**src/rtl/capture_buffer_ram.sv**
```systemverilog
// capture_buffer_ram: circular sample buffer with trigger marking, post-trigger count and chronological readout
module capture_buffer_ram #(
   parameter int DATA_W = 8,
   parameter int ADDR_W = 7
) (
   input  logic              clk,
   input  logic              rst_n,
   input  logic [DATA_W-1:0] din,
   input  logic              sample_en,
   input  logic              arm,
   input  logic              trig,
   input  logic [ADDR_W-1:0] post_cnt,
   input  logic              rd_en,
   input  logic [ADDR_W-1:0] rd_ofs,
   output logic [DATA_W-1:0] dout,
   output logic              dout_valid,
   output logic              armed,
   output logic              done,
   output logic [ADDR_W-1:0] trig_addr,
   output logic [ADDR_W:0]   fill_cnt
);
   localparam int DEPTH = 1 << ADDR_W;
   typedef enum logic [1:0] {IDLE, PRE, POST, DONE} state_t;
   state_t              state_q, state_d;
   logic [ADDR_W-1:0]   wr_ptr_q, wr_ptr_d;
   logic                wrapped_q, wrapped_d;
   logic [ADDR_W:0]     fill_q, fill_d;
   logic [ADDR_W-1:0]   post_q, post_d;
   logic [ADDR_W-1:0]   trig_addr_q, trig_addr_d;
   logic [DATA_W-1:0]   dout_q, dout_d;
   logic                dout_valid_q, dout_valid_d;
   logic                we;
   logic [ADDR_W-1:0]   rd_addr;
   logic [DATA_W-1:0]   mem [DEPTH];
   // once wrapped, the oldest sample sits at the write pointer
   assign rd_addr = (wrapped_q ? wr_ptr_q : '0) + rd_ofs;
   // next-state logic: arm restarts, PRE/POST store samples, DONE serves reads
   always_comb begin
      state_d      = state_q;
      wr_ptr_d     = wr_ptr_q;
      wrapped_d    = wrapped_q;
      fill_d       = fill_q;
      post_d       = post_q;
      trig_addr_d  = trig_addr_q;
      dout_d       = dout_q;
      dout_valid_d = 1'b0;
      we           = 1'b0;
      if (arm) begin
         state_d   = PRE;
         wr_ptr_d  = '0;
         fill_d    = '0;
         wrapped_d = 1'b0;
      end else begin
         case (state_q)
            PRE, POST: begin
               if (sample_en) begin
                  we        = 1'b1;
                  wr_ptr_d  = wr_ptr_q + 1'b1;
                  fill_d    = (fill_q == (ADDR_W+1)'(DEPTH)) ? fill_q : fill_q + 1'b1;
                  wrapped_d = wrapped_q | (&wr_ptr_q);
                  if (state_q == PRE && trig) begin
                     trig_addr_d = wr_ptr_q;
                     post_d      = post_cnt;
                     state_d     = (post_cnt == '0) ? DONE : POST;
                  end else if (state_q == POST) begin
                     post_d  = post_q - 1'b1;
                     state_d = (post_q == ADDR_W'(1)) ? DONE : POST;
                  end
               end
            end
            DONE: begin
               if (rd_en) begin
                  dout_d       = mem[rd_addr];
                  dout_valid_d = 1'b1;
               end
            end
            default: ;
         endcase
      end
   end
   // control and read-port registers, cleared asynchronously
   always_ff @(posedge clk or negedge rst_n) begin
      if (!rst_n) begin
         state_q      <= IDLE;
         wr_ptr_q     <= '0;
         wrapped_q    <= 1'b0;
         fill_q       <= '0;
         post_q       <= '0;
         trig_addr_q  <= '0;
         dout_q       <= '0;
         dout_valid_q <= 1'b0;
      end else begin
         state_q      <= state_d;
         wr_ptr_q     <= wr_ptr_d;
         wrapped_q    <= wrapped_d;
         fill_q       <= fill_d;
         post_q       <= post_d;
         trig_addr_q  <= trig_addr_d;
         dout_q       <= dout_d;
         dout_valid_q <= dout_valid_d;
      end
   end
   // sample storage, no reset so it maps onto distributed RAM
   always_ff @(posedge clk) begin
      if (we) mem[wr_ptr_q] <= din;
   end
   assign dout       = dout_q;
   assign dout_valid = dout_valid_q;
   assign armed      = (state_q == PRE) || (state_q == POST);
   assign done       = (state_q == DONE);
   assign trig_addr  = trig_addr_q;
   assign fill_cnt   = fill_q;
endmodule

```
**config.mk**
```make
export PLATFORM = sky130hd
export DESIGN_NAME = capture_buffer_ram
export DESIGN_NICKNAME = d
export VERILOG_FILES = /design/src/rtl/capture_buffer_ram.sv
export SDC_FILE = /design/constraint.sdc
export NUM_CORES = 1
export LEC_CHECK = 0
export CORE_ASPECT_RATIO = 0.8
export CORE_UTILIZATION = 55
export DETAILED_ROUTE_END_ITERATION = 12
export HOLD_SLACK_MARGIN = 0.12
export PLACE_DENSITY = 0.8
export SYNTH_ARGS = -nofsm -noshare
export SYNTH_HDL_FRONTEND = slang
export SYNTH_SLANG_ARGS = --single-unit
```
**constraint.sdc**
```tcl
create_clock -name clk -period 5.5 [get_ports clk]
set_input_delay 1.65 -clock clk [delete_from_list [all_inputs] [get_ports clk]]
set_output_delay 1.65 -clock clk [all_outputs]
set_load 0.01 [all_outputs]
```
---- After elaboration in Yosys (flattened, before gate mapping) ----
Memories as Yosys holds them, arrays and structs flattened. A register that Yosys moved wholly into a read port is not among the register bits.
Cells that the tools add are included.
storage, ports and cells
  bits in registers ....................... 33
  RAM bits ................................ 1024
  bits of input ports ..................... 28
  output and inout bits ................... 26
  logic and storage cells ................. 64
  memories ................................ 1
cells by class
  $add $sub $neg .......................... 4
  equality and inequality tests ........... 6
  mux-type cells .......................... 28
  bitwise logic cells ..................... 2
  reduce and logical (&&, ||, !) cells .... 16
memories
  name  depth  bits a word  rd ports  clocked after memory_dff  write ports  line  RTL
  mem   128    8            1         1                         1            34    logic [DATA_W-1:0] mem [DEPTH];
operators by type and width
  kind                 count
  $mux 7               6
  $mux 8               4
  $mux 1               13
  $mux 2               5
  $reduce_and 3->1     3
  $add 8x1->8 const B  1
  $eq 8x8->1 const B   1
  $reduce_and 4->1     2
  $add 7x1->7 const B  1
  $add 7x7->7          1
  $eq 7x1->1 const B   1
  $logic_not 7->1      1
  $reduce_and 7->1     1
  $sub 7x1->7 const B  1
  $reduce_bool 2->1    3
  $eq 2x2->1 const B   2
  $reduce_bool 3->1    1
  $eq 2x1->1 const B   1
  $ne 2x2->1 const B   1
  $reduce_and 2->1     1
  $reduce_or 2->1      1
  $logic_and 1x1->1    1
  $logic_not 1->1      1
  $logic_or 1x1->1     1
  other kinds (2)      2

---- Logic depth before layout (Yosys ltp) ----
  depth in word-level cells ............... 7
  depth in mapped cells ................... 17
  depth with buffers taken out ............ 12

---- Worst setup path after synthesis ----
Ideal clock, no wire load.
  path type ............................... input -> register
  start point ............................. input port rd_ofs[0]
  end point ............................... register dout_q[1] (netlist: dout[1]) (read register of mem)
  library setup time ...................... 0.124 ns
  data arrival time ....................... 4.242 ns
  data required time ...................... 5.376 ns
  path slack .............................. 1.134 ns
  stages .................................. 12
  path buffers ............................ 3
  cells stage by stage .................... ha_1 > inv_1 > fa_1 > xnor2_2 > buf_6 > buf_4 > buf_2 > mux4_2 > o21ai_0 > nand2_1 > a32o_1 > a211o_1
between the ends
  longest elaborated chain between the ends .. 1
RTL lines
  item             line  RTL
  start, declared  14    input logic [ADDR_W-1:0] rd_ofs,
  $add 7x7->7      36    assign rd_addr = (wrapped_q ? wr_ptr_q : '0) + rd_ofs;
  end, declared    30    logic [DATA_W-1:0] dout_q, dout_d;
Every way passes these cells.
A chain may end at the register's enable or synchronous reset.

---- Worst setup path in the final report ----
  start point ............................. input port rd_ofs[0]
  end point ............................... register dout_q[6] (netlist: dout[6]) (read register of mem)
The elaborated chain is that of the path after synthesis.

==> qor.yml <==
status: "completed"
setup_viol: 0
rows: 90
fin_crit_ns: 4.82
routed_wl_um: 101000
grt_util_all_layers_pct: 26.3
fill_cells: 4843
synth-simple-area-share_pct: 5.49
grt_max_degree: 106
drtPass1Iterations: 6
ir_drop_mv: 0.245
fmax_mhz: 207
synth-edff-count: 1024
seq_area_frac_synth_pct: 75.9
muxShareOfSynthArea_pct: 14.2
gp_congestion: 0.892
worst_clock_skew_ns: 0.0222
grt_use_met3_pct: 6.85
cts.sinks: 1065
dp.cells: 3243
synth_seq_cells: 1065
synth.avg_cell_area_um2: 19.1
htree_levels: 3
layout.nets: 2371
critPathCaptureType: "flip-flop"
final_area_mm2: 0.0473
grt_antenna_before_repair: 1
ios: 54
portBuffers: 53
power_density_mw_per_mm2: 353
postCtsSetupBuffers: 0
ys_async_sr_fraction_pct: 3.85
utilization_pct: 62.8
use_met1_pct: 38.6
synth_warnings: 0
gr-usage-met2_pct: 39.7
report.final.slew_viol_count: 0
synthAdderAreaFrac_pct: 0.466
power_leakage_nw: 15.2
hold_viol: 0
post-dp-hpwl_um: 61800
clock_latency_ns: 0.66
worstMarginPinSlew_ns: 1.28
arrival_ns: 5.36
synth_cell_types: 50
synth_fp_nets: 2231
vias: 22589
synthFlopType: "edfxtp_1"
final-seq-area_mm2: 0.0318
setup_tns_ns: 0
start_kind: "primary input"
cts_tree: "yes"
rsz0062_at_grt: "false"
worstPathMaxFanout: 24
yosysTopAreaCell: "edfxtp_1"
drv_cap: 0
cts.repair.resized: 0
ant_nets: 0
fin_crit_sh_pct: 87.7
design.core.area_mm2: 0.0753
hold_class: "reg2reg"
globalRouteOverflowTotal: 0
relSlewSlack_pct: 13.9
drt_iter0_markers: 3419
cts_buffers: 95
fin_cells: 3420
synth_cells: 2188
multi_input_comb_area_mm2: 0.00961
synth-xor-area-share_pct: 0.457
cp.required_ns: 6.04
die_area_mm2: 0.0773
grt_pass1_vias: 22611
grt_busiest_layer: "met2"
wl_per_cell_um: 29.6
final_cell_mix: "1024 x edfxtp_1, 241 x mux4_2, 232 x nand2_1"
routed_via_density: 6.60
syn_area_mm2: 0.0419
die_y_um: 249
mostFrequentLayoutCell: "edfxtp_1"
synth_top_area_share_pct: 73.4
grt_pass1_wl_um: 149000
dpl_cell_area_mm2: 0.0442
route.detailed.drc: 0
synth_compound_area_share_pct: 2.19
hold-worst-slack_ns: 0.532
synth_top_family_by_area: "multiplexers"
area_delta_synth_final_pct: 12.9
die_w_um: 311
hold_buffers: 0
initial_core_util_pct: 55.6
clk_pin_slew_ns: 0.07
drive_above_1_share_pct: 21.3
clk_path_buf_depth: 3
root_buffer: "clkbuf_16"
critPathKind: "in2reg"
synthTopCellsByArea: "edfxtp_1 73%, mux4_2 13%, dfrtp_1 2.4%, nand2_1 2.1%, nor2_1 1.5%"
==> report_power, final <==
| group | switching, mW | internal (mW) | leakage, nW |
|---|---|---|---|
| Clock | 2.88 | 3.66 | 1.50 |
| Combinational | 0.656 | 0.434 | 3.94 |
| Sequential | 0.114 | 8.96 | 9.74 |
==> worst max-delay path, stage by stage <==
cell             delay (ns)
clkdlybuf4s50_1        0.56
ha_4                   0.17
inv_1                  0.05
fa_4                   0.55
nand2b_1               0.21
a21oi_2                0.25
xor2_1                 0.16
buf_12                 0.19
nor2_2                 0.20
buf_12                 0.25
nand3_1                0.24
nand3_1                0.25
a311oi_1               0.08
buf_4                  0.20
or3_1                  0.32
==> state kept, by name, summed over array words and instances (netlist names) <==
| signal | count |
|---|---|
| trig_addr | 7 |
| fill_cnt | 8 |
| wrapped_q | 1 |
| post_q | 7 |
| dout | 8 |
| dout_valid | 1 |
| wr_ptr_q | 7 |
| mem | 1024 |
| state_q | 2 |
==> per-layer routing <==
layer	routed length, µm	part of all wire (%)	vias to the layer above
li1	-	-	9095
met1	38900	38	11728
met2	46800	46	1553
met3	12800	13	211
met4	2660	2.6	2
met5	13	0.013	-
==> per-stage QoR <==
step	power (mW)	setup slack (ns)
final	16.7	0.677
after detailed placement	10.3	0.0794
after floorplan	9.74	1.13
after global routing	17.1	0.692
after CTS	16.7	0.758
after global placement	10.3	0.154
==> Yosys cell counts, drive strengths merged, types with 3 or more instances <==
cell type and n:
a21boi 6, a21oi 19, a22oi 8, a32o 9, a32oi 42, and2 8
and3 5, buf 64, clkbuf 51, dfrtp 41, edfxtp 1024, ha 14
inv 15, mux2 7, mux2i 44, mux4 241, nand2 232, nand2b 4
nand3 61, nand4 30, nor2 162, nor2b 7, nor3 13, nor4 3
o21ai 26, or3 10, xnor2 8, xor2 13
==> worst paths after layout <==
check                                    startpoint                  endpoint  slack, ns  depth (start not counted)
setup reg to reg            wr_ptr_q[1]$_DFFE_PN0P_       dout[6]$_DFFE_PN0P_       1.47                         13
hold / removal             trig_addr[5]$_DFFE_PN0P_  trig_addr[5]$_DFFE_PN0P_       0.53                          1
hold reg to reg            trig_addr[5]$_DFFE_PN0P_  trig_addr[5]$_DFFE_PN0P_       0.53                          1
min in group asynchronous                     rst_n     post_q[2]$_DFFE_PN0P_       1.18                          1
max in group asynchronous                     rst_n  trig_addr[4]$_DFFE_PN0P_       3.66                          1
setup / recovery                          rd_ofs[0]       dout[6]$_DFFE_PN0P_       0.68                         15
==> cell families (layout without fill, tap and decap cells) <==
group | count (synthesis) | count (layout)
XOR/XNOR | 21 | 21
adder cells (fa/ha/maj) | 15 | 15
buffers and inverters | 131 | 349
AO/OA/AOI/OAI | 125 | 125
other | 0 | 2
multiplexers | 292 | 292
AND/OR/NAND/NOR | 539 | 539
flip-flops | 1065 | 1065
==> final cells by class <==
class	instances	area share [%]
Multi-Input combinational cell	992	20.3
Clock inverter	42	0.688
Sequential cell	1065	67.2
Tap cell	1012	2.68
Timing Repair Buffer	158	3.21
Clock buffer	133	5.79
Antenna cell	2	0.0106
Inverter	16	0.127
(Power assumes the default switching activity.)
